**config.mk**
```make
export PLATFORM = sky130hd
export DESIGN_NAME = fifo_arb_ctrl_flat
export DESIGN_NICKNAME = d
export VERILOG_FILES = /design/src/rtl/fifo_arb_ctrl_if.sv /design/src/rtl/fifo_arb_ctrl.sv /design/src/flat_wrapper.sv
export SDC_FILE = /design/constraint.sdc
export NUM_CORES = 1
export LEC_CHECK = 0
export ABC_AREA = 1
export BUFFER_PORTS_ARGS = -buffer_cell sky130_fd_sc_hd__buf_2
export CAP_MARGIN = 30
export CORE_MARGIN = 1
export CORE_UTILIZATION = 46
export CTS_CLUSTER_SIZE = 40
export DETAILED_ROUTE_END_ITERATION = 8
export GPL_TIMING_DRIVEN = 0
export PLACE_DENSITY = 0.82
export SYNTH_ARGS = -nofsm -noshare
export SYNTH_HDL_FRONTEND = slang
export SYNTH_SLANG_ARGS = --single-unit
```
**constraint.sdc**
```tcl
create_clock -name clk -period 4.95 [get_ports clk]
set_input_delay 0.99 -clock clk [delete_from_list [all_inputs] [get_ports clk]]
set_output_delay 0.99 -clock clk [all_outputs]
set_load 0.02 [all_outputs]
```
**src/rtl/fifo_arb_ctrl_if.sv**
```systemverilog
// fifo_arb_ctrl_if: producer/consumer/memory bundle for fifo_arb_ctrl; FIFO_ERR_FLAGS_EN adds err_clr/overflow/underflow
interface fifo_arb_if #(
  parameter int DATA_WIDTH = 8,
  parameter int ADDR_WIDTH = 3
);
  logic                  wr_req0;
  logic [DATA_WIDTH-1:0] wr_data0;
  logic                  wr_gnt0;
  logic                  wr_req1;
  logic [DATA_WIDTH-1:0] wr_data1;
  logic                  wr_gnt1;
  logic                  rd_en;
  logic                  mem_wclken;
  logic [ADDR_WIDTH-1:0] mem_waddr;
  logic [DATA_WIDTH-1:0] mem_wdata;
  logic [ADDR_WIDTH-1:0] mem_raddr;
  logic                  full;
  logic                  empty;
  logic                  almost_full;
  logic [ADDR_WIDTH:0]   count;
`ifdef FIFO_ERR_FLAGS_EN
  logic                  err_clr;
  logic                  overflow;
  logic                  underflow;
  modport master (
    output wr_req0, wr_data0, wr_req1, wr_data1, rd_en, err_clr,
    input  wr_gnt0, wr_gnt1, mem_wclken, mem_waddr, mem_wdata, mem_raddr,
           full, empty, almost_full, count, overflow, underflow
  );
  modport slave (
    input  wr_req0, wr_data0, wr_req1, wr_data1, rd_en, err_clr,
    output wr_gnt0, wr_gnt1, mem_wclken, mem_waddr, mem_wdata, mem_raddr,
           full, empty, almost_full, count, overflow, underflow
  );
`else
  modport master (
    output wr_req0, wr_data0, wr_req1, wr_data1, rd_en,
    input  wr_gnt0, wr_gnt1, mem_wclken, mem_waddr, mem_wdata, mem_raddr,
           full, empty, almost_full, count
  );
  modport slave (
    input  wr_req0, wr_data0, wr_req1, wr_data1, rd_en,
    output wr_gnt0, wr_gnt1, mem_wclken, mem_waddr, mem_wdata, mem_raddr,
           full, empty, almost_full, count
  );
`endif
endinterface

```
**src/rtl/fifo_arb_ctrl.sv**
```systemverilog
// fifo_arb_ctrl: round-robin two-writer arbiter plus pointer/status control for a fall-through FIFO memory; FIFO_ERR_FLAGS_EN adds sticky overflow/underflow
module fifo_arb_ctrl #(
  parameter int DATA_WIDTH = 8,
  parameter int FIFO_DEPTH = 8,
  parameter int ADDR_WIDTH = $clog2(FIFO_DEPTH),
  parameter int AF_MARGIN  = 2
) (
  input logic       clk,
  input logic       rst_n,
  fifo_arb_if.slave bus
);
  localparam int CW = ADDR_WIDTH + 1;
  localparam logic [CW-1:0] DEPTH_C = CW'(FIFO_DEPTH);
  localparam logic [CW-1:0] AF_C    = CW'(FIFO_DEPTH - AF_MARGIN);
  logic [CW-1:0] r_wptr, r_rptr, r_count, w_count_nxt;
  logic          r_full, r_empty, r_af, r_pri;
  logic          w_gnt0, w_gnt1, w_wr, w_rd;
  // grant and accept decode; r_pri set means requester 1 wins a tie
  always_comb begin
    w_gnt0      = !r_full && bus.wr_req0 && (!bus.wr_req1 || !r_pri);
    w_gnt1      = !r_full && bus.wr_req1 && (!bus.wr_req0 || r_pri);
    w_wr        = w_gnt0 || w_gnt1;
    w_rd        = bus.rd_en && !r_empty;
    w_count_nxt = r_count + CW'(w_wr) - CW'(w_rd);
  end
  // pointers, occupancy, registered flags and round-robin priority
  always_ff @(posedge clk or negedge rst_n) begin
    if (!rst_n) begin
      r_wptr  <= '0;
      r_rptr  <= '0;
      r_count <= '0;
      r_full  <= 1'b0;
      r_empty <= 1'b1;
      r_af    <= 1'b0;
      r_pri   <= 1'b0;
    end else begin
      if (w_wr) r_wptr <= r_wptr + 1'b1;
      if (w_rd) r_rptr <= r_rptr + 1'b1;
      if (w_wr) r_pri <= w_gnt0;
      r_count <= w_count_nxt;
      r_full  <= w_count_nxt == DEPTH_C;
      r_empty <= w_count_nxt == '0;
      r_af    <= w_count_nxt >= AF_C;
    end
  end
  assign bus.wr_gnt0    = w_gnt0;
  assign bus.wr_gnt1    = w_gnt1;
  assign bus.mem_wclken = w_wr;
  assign bus.mem_wdata  = w_gnt1 ? bus.wr_data1 : bus.wr_data0;
  assign bus.mem_waddr  = r_wptr[ADDR_WIDTH-1:0];
  assign bus.mem_raddr  = r_rptr[ADDR_WIDTH-1:0];
  assign bus.full        = r_full;
  assign bus.empty       = r_empty;
  assign bus.almost_full = r_af;
  assign bus.count       = r_count;
`ifdef FIFO_ERR_FLAGS_EN
  logic r_ovf, r_unf;
  // sticky error flags; a new error in the clearing cycle keeps the flag set
  always_ff @(posedge clk or negedge rst_n) begin
    if (!rst_n) begin
      r_ovf <= 1'b0;
      r_unf <= 1'b0;
    end else begin
      r_ovf <= (r_full && (bus.wr_req0 || bus.wr_req1)) || (r_ovf && !bus.err_clr);
      r_unf <= (r_empty && bus.rd_en) || (r_unf && !bus.err_clr);
    end
  end
  assign bus.overflow  = r_ovf;
  assign bus.underflow = r_unf;
`endif
endmodule

```
**src/flat_wrapper.sv**
```systemverilog
// flat-port wrapper written by rule: the top's interface ports become plain ports
module fifo_arb_ctrl_flat 
#(
  parameter int DATA_WIDTH = 8,
  parameter int FIFO_DEPTH = 8,
  parameter int ADDR_WIDTH = $clog2(FIFO_DEPTH),
  parameter int AF_MARGIN  = 2
)
  (clk, rst_n, bus_wr_req0, bus_wr_data0, bus_wr_req1, bus_wr_data1, bus_rd_en, bus_wr_gnt0, bus_wr_gnt1, bus_mem_wclken, bus_mem_waddr, bus_mem_wdata, bus_mem_raddr, bus_full, bus_empty, bus_almost_full, bus_count);
  fifo_arb_if #(.DATA_WIDTH(DATA_WIDTH), .ADDR_WIDTH(ADDR_WIDTH)) bus_i ();
  input logic clk;
  input logic rst_n;
  input wire logic [$bits(bus_i.wr_req0)-1:0] bus_wr_req0;
  input wire logic [$bits(bus_i.wr_data0)-1:0] bus_wr_data0;
  input wire logic [$bits(bus_i.wr_req1)-1:0] bus_wr_req1;
  input wire logic [$bits(bus_i.wr_data1)-1:0] bus_wr_data1;
  input wire logic [$bits(bus_i.rd_en)-1:0] bus_rd_en;
  output wire logic [$bits(bus_i.wr_gnt0)-1:0] bus_wr_gnt0;
  output wire logic [$bits(bus_i.wr_gnt1)-1:0] bus_wr_gnt1;
  output wire logic [$bits(bus_i.mem_wclken)-1:0] bus_mem_wclken;
  output wire logic [$bits(bus_i.mem_waddr)-1:0] bus_mem_waddr;
  output wire logic [$bits(bus_i.mem_wdata)-1:0] bus_mem_wdata;
  output wire logic [$bits(bus_i.mem_raddr)-1:0] bus_mem_raddr;
  output wire logic [$bits(bus_i.full)-1:0] bus_full;
  output wire logic [$bits(bus_i.empty)-1:0] bus_empty;
  output wire logic [$bits(bus_i.almost_full)-1:0] bus_almost_full;
  output wire logic [$bits(bus_i.count)-1:0] bus_count;
  assign bus_i.wr_req0 = bus_wr_req0;
  assign bus_i.wr_data0 = bus_wr_data0;
  assign bus_i.wr_req1 = bus_wr_req1;
  assign bus_i.wr_data1 = bus_wr_data1;
  assign bus_i.rd_en = bus_rd_en;
  assign bus_wr_gnt0 = bus_i.wr_gnt0;
  assign bus_wr_gnt1 = bus_i.wr_gnt1;
  assign bus_mem_wclken = bus_i.mem_wclken;
  assign bus_mem_waddr = bus_i.mem_waddr;
  assign bus_mem_wdata = bus_i.mem_wdata;
  assign bus_mem_raddr = bus_i.mem_raddr;
  assign bus_full = bus_i.full;
  assign bus_empty = bus_i.empty;
  assign bus_almost_full = bus_i.almost_full;
  assign bus_count = bus_i.count;
  fifo_arb_ctrl #(.DATA_WIDTH(DATA_WIDTH), .FIFO_DEPTH(FIFO_DEPTH), .ADDR_WIDTH(ADDR_WIDTH), .AF_MARGIN(AF_MARGIN)) u_core (.clk(clk), .rst_n(rst_n), .bus(bus_i));
endmodule
```
== After elaboration in Yosys (flattened, before gate mapping) ==
Cells that the tools add are included.

* Output and inout bits: 24
* Bits in registers: 16
* Logic and storage cells: 28
* Input port bits: 21

* Order comparisons: 1
* $add $sub $neg: 4
* Eq/ne operators: 1
* Reduce and logical (&&, ||, !) cells: 14
* Muxes and demuxes: 1

{| class="wikitable"
|+ Operators with widths
! kind !! number
|-
| 4-bit by 1-bit adder with 4-bit output, second input constant || 2
|-
| 8-bit 2-to-1 mux || 1
|-
| 1-bit logical AND || 5
|-
| 1-bit zero test || 5
|-
| 4-bit by 1-bit adder with 4-bit output || 1
|-
| 4-bit equality test, second input constant || 1
|-
| 4-bit by 3-bit >= comparator with 1-bit output, second input constant || 1
|-
| 4-bit zero test || 1
|-
| 4-bit by 1-bit subtractor with 4-bit output || 1
|-
| 1-bit logical OR || 3
|}

== Depth between registers and ports, before layout ==
Gate-level depths: netlist of run 1.

* Depth in word-level cells: 7
* Depth in mapped cells: 11
* Mapped depth without buffers: 11

== Worst setup path before layout of run 1 ==
Ideal clock, no wire load.

* Kind: input to output
* Start point: in bus_wr_req1
* End point: out bus_mem_wdata[0]
* Arrival: 1664 ps
* Cell stages on the path: 5
* Buffers on the path: 0
* Data required time: 3960 ps
* Setup slack: 2296 ps
* Cells stage by stage: nand2_1 a21oi_4 inv_2 nand2_1 nand2_1

* Cells in the longest elaborated chain, start to end: 3

{| class="wikitable"
|+ Ends and longest elaborated chain
! what !! RTL line !! RTL
|-
| from (decl) || flat_wrapper.sv:15 || <nowiki>input wire logic [$bits(bus_i.wr_req1)-1:0] bus_wr_req1;</nowiki>
|-
| 1-bit logical AND (2 in a row) || fifo_arb_ctrl.sv:21 || <nowiki>w_gnt1 = !r_full && bus.wr_req1 && (!bus.wr_req0 || r_pri);</nowiki>
|-
| via bus_wr_gnt1 || flat_wrapper.sv:19 || <nowiki>output wire logic [$bits(bus_i.wr_gnt1)-1:0] bus_wr_gnt1;</nowiki>
|-
| 8-bit 2-to-1 mux || fifo_arb_ctrl.sv:49 || <nowiki>assign bus.mem_wdata = w_gnt1 ? bus.wr_data1 : bus.wr_data0;</nowiki>
|-
| to (decl) || flat_wrapper.sv:22 || <nowiki>output wire logic [$bits(bus_i.mem_wdata)-1:0] bus_mem_wdata;</nowiki>
|}

The timed path passes the listed nets, and every way through them passes these cells.

== Worst setup path in the final report of run 1 ==
* Start point: in bus_wr_req1
* End point: out bus_mem_wdata[5]

* Cells in the longest elaborated chain, start to end: 3

{| class="wikitable"
|+ Ends and longest elaborated chain
! what !! RTL line
|-
| 1-bit logical AND (2 in a row) || fifo_arb_ctrl.sv:21
|-
| 8-bit 2-to-1 mux || fifo_arb_ctrl.sv:49
|}

Every way passes these cells.

==> run metrics, run 1 <==
WP data required=3.96 ns; drc violations=7; RSZ-0062 raised after global routing=false; CP Max Fanout=10; Buf+Inv Stages, Crit Path=3; hold endpoint=u_core.r_rptr[2]; Final Hold Vio Count=0; register clock-pin slew on the reported worst setup and hold paths=0.08 ns; worst hold slack=0.466 ns; worst min path class=flop to flop; Worst R2R Start=u_core.bus.full; CTS Root Cell=clkbuf_4; clock latency on the worst-skew pair=0.27 ns; CTS Buf Count=3; CTS sink cnt=14; Placer Congestion=0.744; r2r endpoint=u_core.bus.full; Final Slew Violations=0; worst-path cell chain=buf_2 > nand2_1 > a21oi_4 > inv_2 > nand2_1 > nand2_1 > buf_2; clk_skew=0.00110 ns; Worst path slowest cell=a21oi_4; Netlist cell types=16; sequential-to-total area share from yosys stat=43.2%; clock buffer depth=2; post-layout min period=2.84 ns; Mean Syn Cell Area=7.76 µm²; worst vdd ir=0.397 mV; crit share post-route=57.4%; vias per inst=4.79; outcome=complete, but fails checks; CTS tree=yes; worst hold stages=1; Buffers on Ports=44; grt ovf=0; initial antenna violation count=0; # rows=14; warnings from Yosys=0; crit-path most repeated cell=nand2_1; Arr. time, crit path=1.85 ns; Worst Setup End Kind=output port; Starting Density=51.7%; delay-heaviest family, CP=buffers and inverters; first-pass GRT wire length=2680 µm; Crit Path Category=input port to output port; Die Height=44.1 µm; Leak=0.658 nW; drt first pass iters=6; Gate Count Post-Synth=105; fmax=352 MHz; syn_nets=133; max-cap violations=0; failing checks=DRC; H-tree Lvls=1; CTS resizes=0; vias=810; Inst Count DP=165; Initial DRC Count=13; hold path start=u_core.r_rptr[2]; setup bufs post-CTS=0; total power=0.000690 W; Post-Layout Cell Count=169; Worst Setup Start Kind=input port; CP peak stage delay=0.25 ns; diodes inserted=0; area grow syn2layout=32.7%; I/O Pins=45; Core ar.=1580 µm²; detailed placement HPWL=1420 µm; layout cells sized above 1=35.3%; Post-CTS Hold Buffers=0; Worst R2R Path Depth=11; Setup Viol. Count Final=0; synthesized cell area=815 µm²; PD cells=638 nW/µm²; Nets=182; WL per Instance=10.3 µm; Synth Register Bits=14; GR Util All Layers=18.8%; final worst slack=2.11 ns; largest net degree at the start of global routing=15; dpl ws=2.03 ns; Worst Tran Pin Value=0.325 ns; Die X=44.1 µm; drt total wl=1740 µm; die area=1940 µm²; setup slack, reg-to-reg=2.84 ns; relative slew slack=78.4%; vias in the first global route=719; TNS Setup=0 ns; number of antenna-violating nets in the routed design=0
-- worst register-to-register path, cell delays in order (launching register included) --
cell and delay [ns]:
dfrtp_1 0.40, inv_1 0.09, o21ai_2 0.12, ha_1 0.31, inv_1 0.06, ha_1 0.14, inv_1 0.05, fa_1 0.38
xnor2_1 0.27, inv_1 0.07, nand2_1 0.08, nor2_1 0.04
-- placed cells by master, fill, tap and decap left out --
master and n:
xor2_1 1, inv_2 4, nor2_1 6, o21ai_0 1, buf_2 44, nand3_1 2
dfrtp_1 13, dfstp_2 1, xnor2_1 4, fa_1 1, or2_1 1, a21oi_4 1
inv_1 12, nand2_1 48, o21ai_2 1, o21ai_1 3, ha_1 6, clkbuf_4 3
clkbuf_1 1
-- metrics by stage --
step / util [%] / instance area (µm²)
after floorplan: - / 815
after global placement: 66.9 / 1050
after detailed placement: 66.9 / 1050
after CTS: 68.6 / 1080
after global routing: 68.6 / 1080
final: 68.6 / 1080
-- cell type report --
type	count	area, µm²
Sequential cell	14	352
Fill cell	133	495
Timing Repair Buffer	44	220
Clock buffer	4	26.3
Tap cell	16	20.0
Multi-Input combinational cell	75	403
Inverter	16	60.1
-- cell families after synthesis --
group           count (synthesis)  share of synthesized area (%)
xor+xnor                        5                           5.38
buf+inv                        16                           7.37
fa+ha+maj                       7                           11.7
simple gates                   57                           26.9
flops                          14                           43.2
compound gates                  6                           5.53
-- synthesized netlist by cell type --
cell type / number / area [µm²]
nand2_1: 48 / 180
dfrtp_1: 13 / 325
o21ai_2: 1 / 8.76
nor2_1: 6 / 22.5
a21oi_4: 1 / 16.3
o21ai_1: 3 / 15.0
or2_1: 1 / 6.26
fa_1: 1 / 20.0
xor2_1: 1 / 8.76
inv_1: 12 / 45.0
xnor2_1: 4 / 35.0
ha_1: 6 / 75.1
nand3_1: 2 / 10.0
o21ai_0: 1 / 5.00
inv_2: 4 / 15.0
dfstp_2: 1 / 26.3
-- layer usage --
layer  vias up  GRT usage [%]  part of all wire [%]
li1        417              -                     -
met1       346           18.4                    40
met2        43           34.7                    46
met3         4           6.94                    12
met4         0           8.48                   1.4
met5         -              0                     0
-- power by group --
part / leakage (nW) / switching [W] / total (W) / internal (W)
sequential: 0.165 / 0.0000404 / 0.000211 / 0.000170
combinational: 0.478 / 0.000261 / 0.000413 / 0.000152
clock: 0.0150 / 0.0000352 / 0.0000664 / 0.0000312
-- sequential cells by signal, indices dropped and copies added, names as in the netlist --
name                    cells
u_core.bus.count            4
u_core.r_rptr               3
u_core.r_wptr               3
u_core.r_pri                1
u_core.bus.empty            1
u_core.bus.full             1
u_core.bus.almost_full      1
-- worst max-delay path by stage --
stage                      from               end  slack (ns)  cells after the start
detailed placement  bus_wr_req0   u_core.bus.full        2.03                     11
global route        bus_wr_req1  bus_mem_wdata[4]        2.03                      7
finish              bus_wr_req1  bus_mem_wdata[5]        2.11                      7
global placement    bus_wr_req0  u_core.bus.empty        2.09                     11
floorplan           bus_wr_req1  bus_mem_wdata[0]        2.30                      5
CTS                 bus_wr_req1  bus_mem_wdata[5]        2.09                      7
Power figures use the tool's default switching activity.
==> run 2: changes to the inputs <==
- CORE_UTILIZATION: 46 -> 43
- PLACE_DENSITY: 0.82 -> 0.78
- clock period: 4.95 -> 2.9 ns (I/O delays scaled with it)
==> run metrics, run 2 (synthesis gave the netlist of run 1 again) <==
crit share post-route=76.7%; clock buffer depth=2 (unchanged); WP data required=3.07 ns (-0.89 ns); layout cells sized above 1=35.9% (+0.65 points); diodes inserted=0 (unchanged); drc violations=0 (-7); CTS Buf Count=3 (unchanged); vias in the first global route=671 (-6.7%); RSZ-0062 raised after global routing=false; relative slew slack=77.9% (-0.46 points); Initial DRC Count=12 (-1); most frequent cells in the layout=nand2_1, buf_2, dfrtp_1; Leak=0.664 nW (+0.91%); worst vdd ir=0.641 mV (+62%); Worst R2R Path Depth=11 (unchanged); register clock-pin slew on the reported worst setup and hold paths=0.08 ns (about the same); WL per Instance=9.30 µm (-9.7%); setup slack, reg-to-reg=0.79 ns (-2.05 ns); max-cap violations=0 (unchanged); Crit Path Category=input port to flop; setup bufs post-CTS=0 (unchanged); Setup Viol. Count Final=0 (unchanged); Starting Density=46.7% (-5.0 points); Core ar.=1750 µm² (+11%); CP Max Fanout=6 (-4); initial antenna violation count=0 (unchanged); TNS Setup=0 ns (unchanged); area grow syn2layout=35.3%; Die X=45.5 µm (+3.3%); Nets=182 (unchanged); total power=0.00118 W (+72%); post-layout min period=2.22 ns; largest net degree at the start of global routing=15 (unchanged); clk_skew=0.00463 ns (+0.00352 ns); most common cell after layout, fill and taps aside=nand2_1; GR Util All Layers=15.8% (-3.0 points); vias per inst=4.53 (-5.5%); first-pass GRT wire length=2350 µm (-12%); CP peak stage delay=0.37 ns (+0.12 ns); grt ovf=0 (unchanged); clock latency on the worst-skew pair=0.27 ns (about the same); worst-path cell chain=buf_2 > o21ai_2 > ha_1 > inv_1 > ha_1 > inv_1 > fa_1 > xnor2_1 > inv_1 > nand2_1 > nor2_1; I/O Pins=45 (unchanged); fmax=450 MHz; Post-CTS Hold Buffers=0 (unchanged); crit-path most repeated cell=inv_1; max reg flops=4 (unchanged); CTS tree=yes; # rows=15 (+1); Worst R2R Start=u_core.bus.full; Placer Congestion=0.681 (-8.4%); drt first pass iters=4 (-2); Worst Setup End Kind=flop; CTS Root Cell=clkbuf_4; r2r endpoint=u_core.bus.full; H-tree Lvls=1 (unchanged); worst min path class=input port to asynchronous set/reset pin; Arr. time, crit path=2.39 ns (+0.54 ns); Buffers on Ports=44 (unchanged); Final Hold Vio Count=0 (unchanged); detailed placement HPWL=1400 µm (-1.3%); vias=806 (-0.49%); Worst path slowest cell=fa_1; outcome=completed; PD cells=1070 nW/µm² (+68%); die area=2070 µm² (+6.7%); Worst Setup Start Kind=input port; Final Slew Violations=0 (unchanged); Die Height=45.5 µm (+3.3%); Worst Tran Pin Value=0.331 ns (+0.00684 ns); CTS sink cnt=14 (unchanged); drt total wl=1660 µm (-4.9%); CTS resizes=0 (unchanged); number of antenna-violating nets in the routed design=0 (unchanged)
==> run 2: cell counts in the layout (fill, tap and decap cells not counted) <==
No cell type changed its count.
==> run 2: report_power, final <==
group	total [W]	switching, W	internal [W]	leakage [nW]
Sequential	0.000360	0.0000697	0.000291	0.165
Clock	0.000135	0.0000591	0.0000763	0.0210
Combinational	0.000689	0.000433	0.000255	0.478
Total	0.00118	0.000562	0.000622	0.664
==> run 2: worst max-delay path: cells and delay by family <==
kind,cells,cell delay (ns)
xor gates and xnor gates,1,0.24
AOI/OAI and AO/OA,1,0.31
adders and majority gates,3,0.81
buffers and inverters,4,0.31
and+or+nand+nor,2,0.12
==> run 2: layer usage <==
layer	GRT usage (%)	wire length (µm)	up-vias	part of all wire (%)
met5	0	0	-	0
met4	7.27	21	0	1.3
met3	3.57	162	6	9.8
met2	31.1	797	38	48
met1	15.1	675	344	41
li1	-	-	418	-
==> run 2: final cells by class <==
| class | instances | area (µm²) |
|---|---|---|
| clock buffers | 4 | 36.3 |
| fillers | 174 | 643 |
| inverters | 16 | 60.1 |
| multi-input cells | 75 | 403 |
| flip-flops and latches | 14 | 352 |
| well taps | 25 | 31.3 |
| repair buffers | 44 | 220 |
==> run 2: metrics by stage <==
step / util (%) / hold WS, ns / std cells / setup slack, ns / instance area (µm²)
6_report: 63.2 / 0.177 / 178 / 0.676 / 1100
5_1_grt: 63.2 / 0.195 / 178 / 0.540 / 1100
4_1_cts: 63.2 / 0.189 / 178 / 0.690 / 1100
3_5_place_dp: 61.1 / 0.467 / 174 / 0.393 / 1070
3_3_place_gp: 61.1 / 0.454 / 174 / 0.431 / 1070
2_1_floorplan: - / 0.284 / 105 / 0.733 / 815
==> run 2: how the worst max path moves through the flow <==
stage / cells after the start / from / slack (ns) / to
finish: 11 / bus_wr_req0 / 0.68 / u_core.bus.full
global route: 11 / bus_wr_req0 / 0.54 / u_core.bus.full
CTS: 11 / bus_wr_req0 / 0.69 / u_core.bus.full
detailed placement: 11 / bus_wr_req0 / 0.39 / u_core.bus.full
global placement: 11 / bus_wr_req0 / 0.43 / u_core.bus.full
floorplan: 10 / bus_wr_req0 / 0.73 / u_core.bus.full
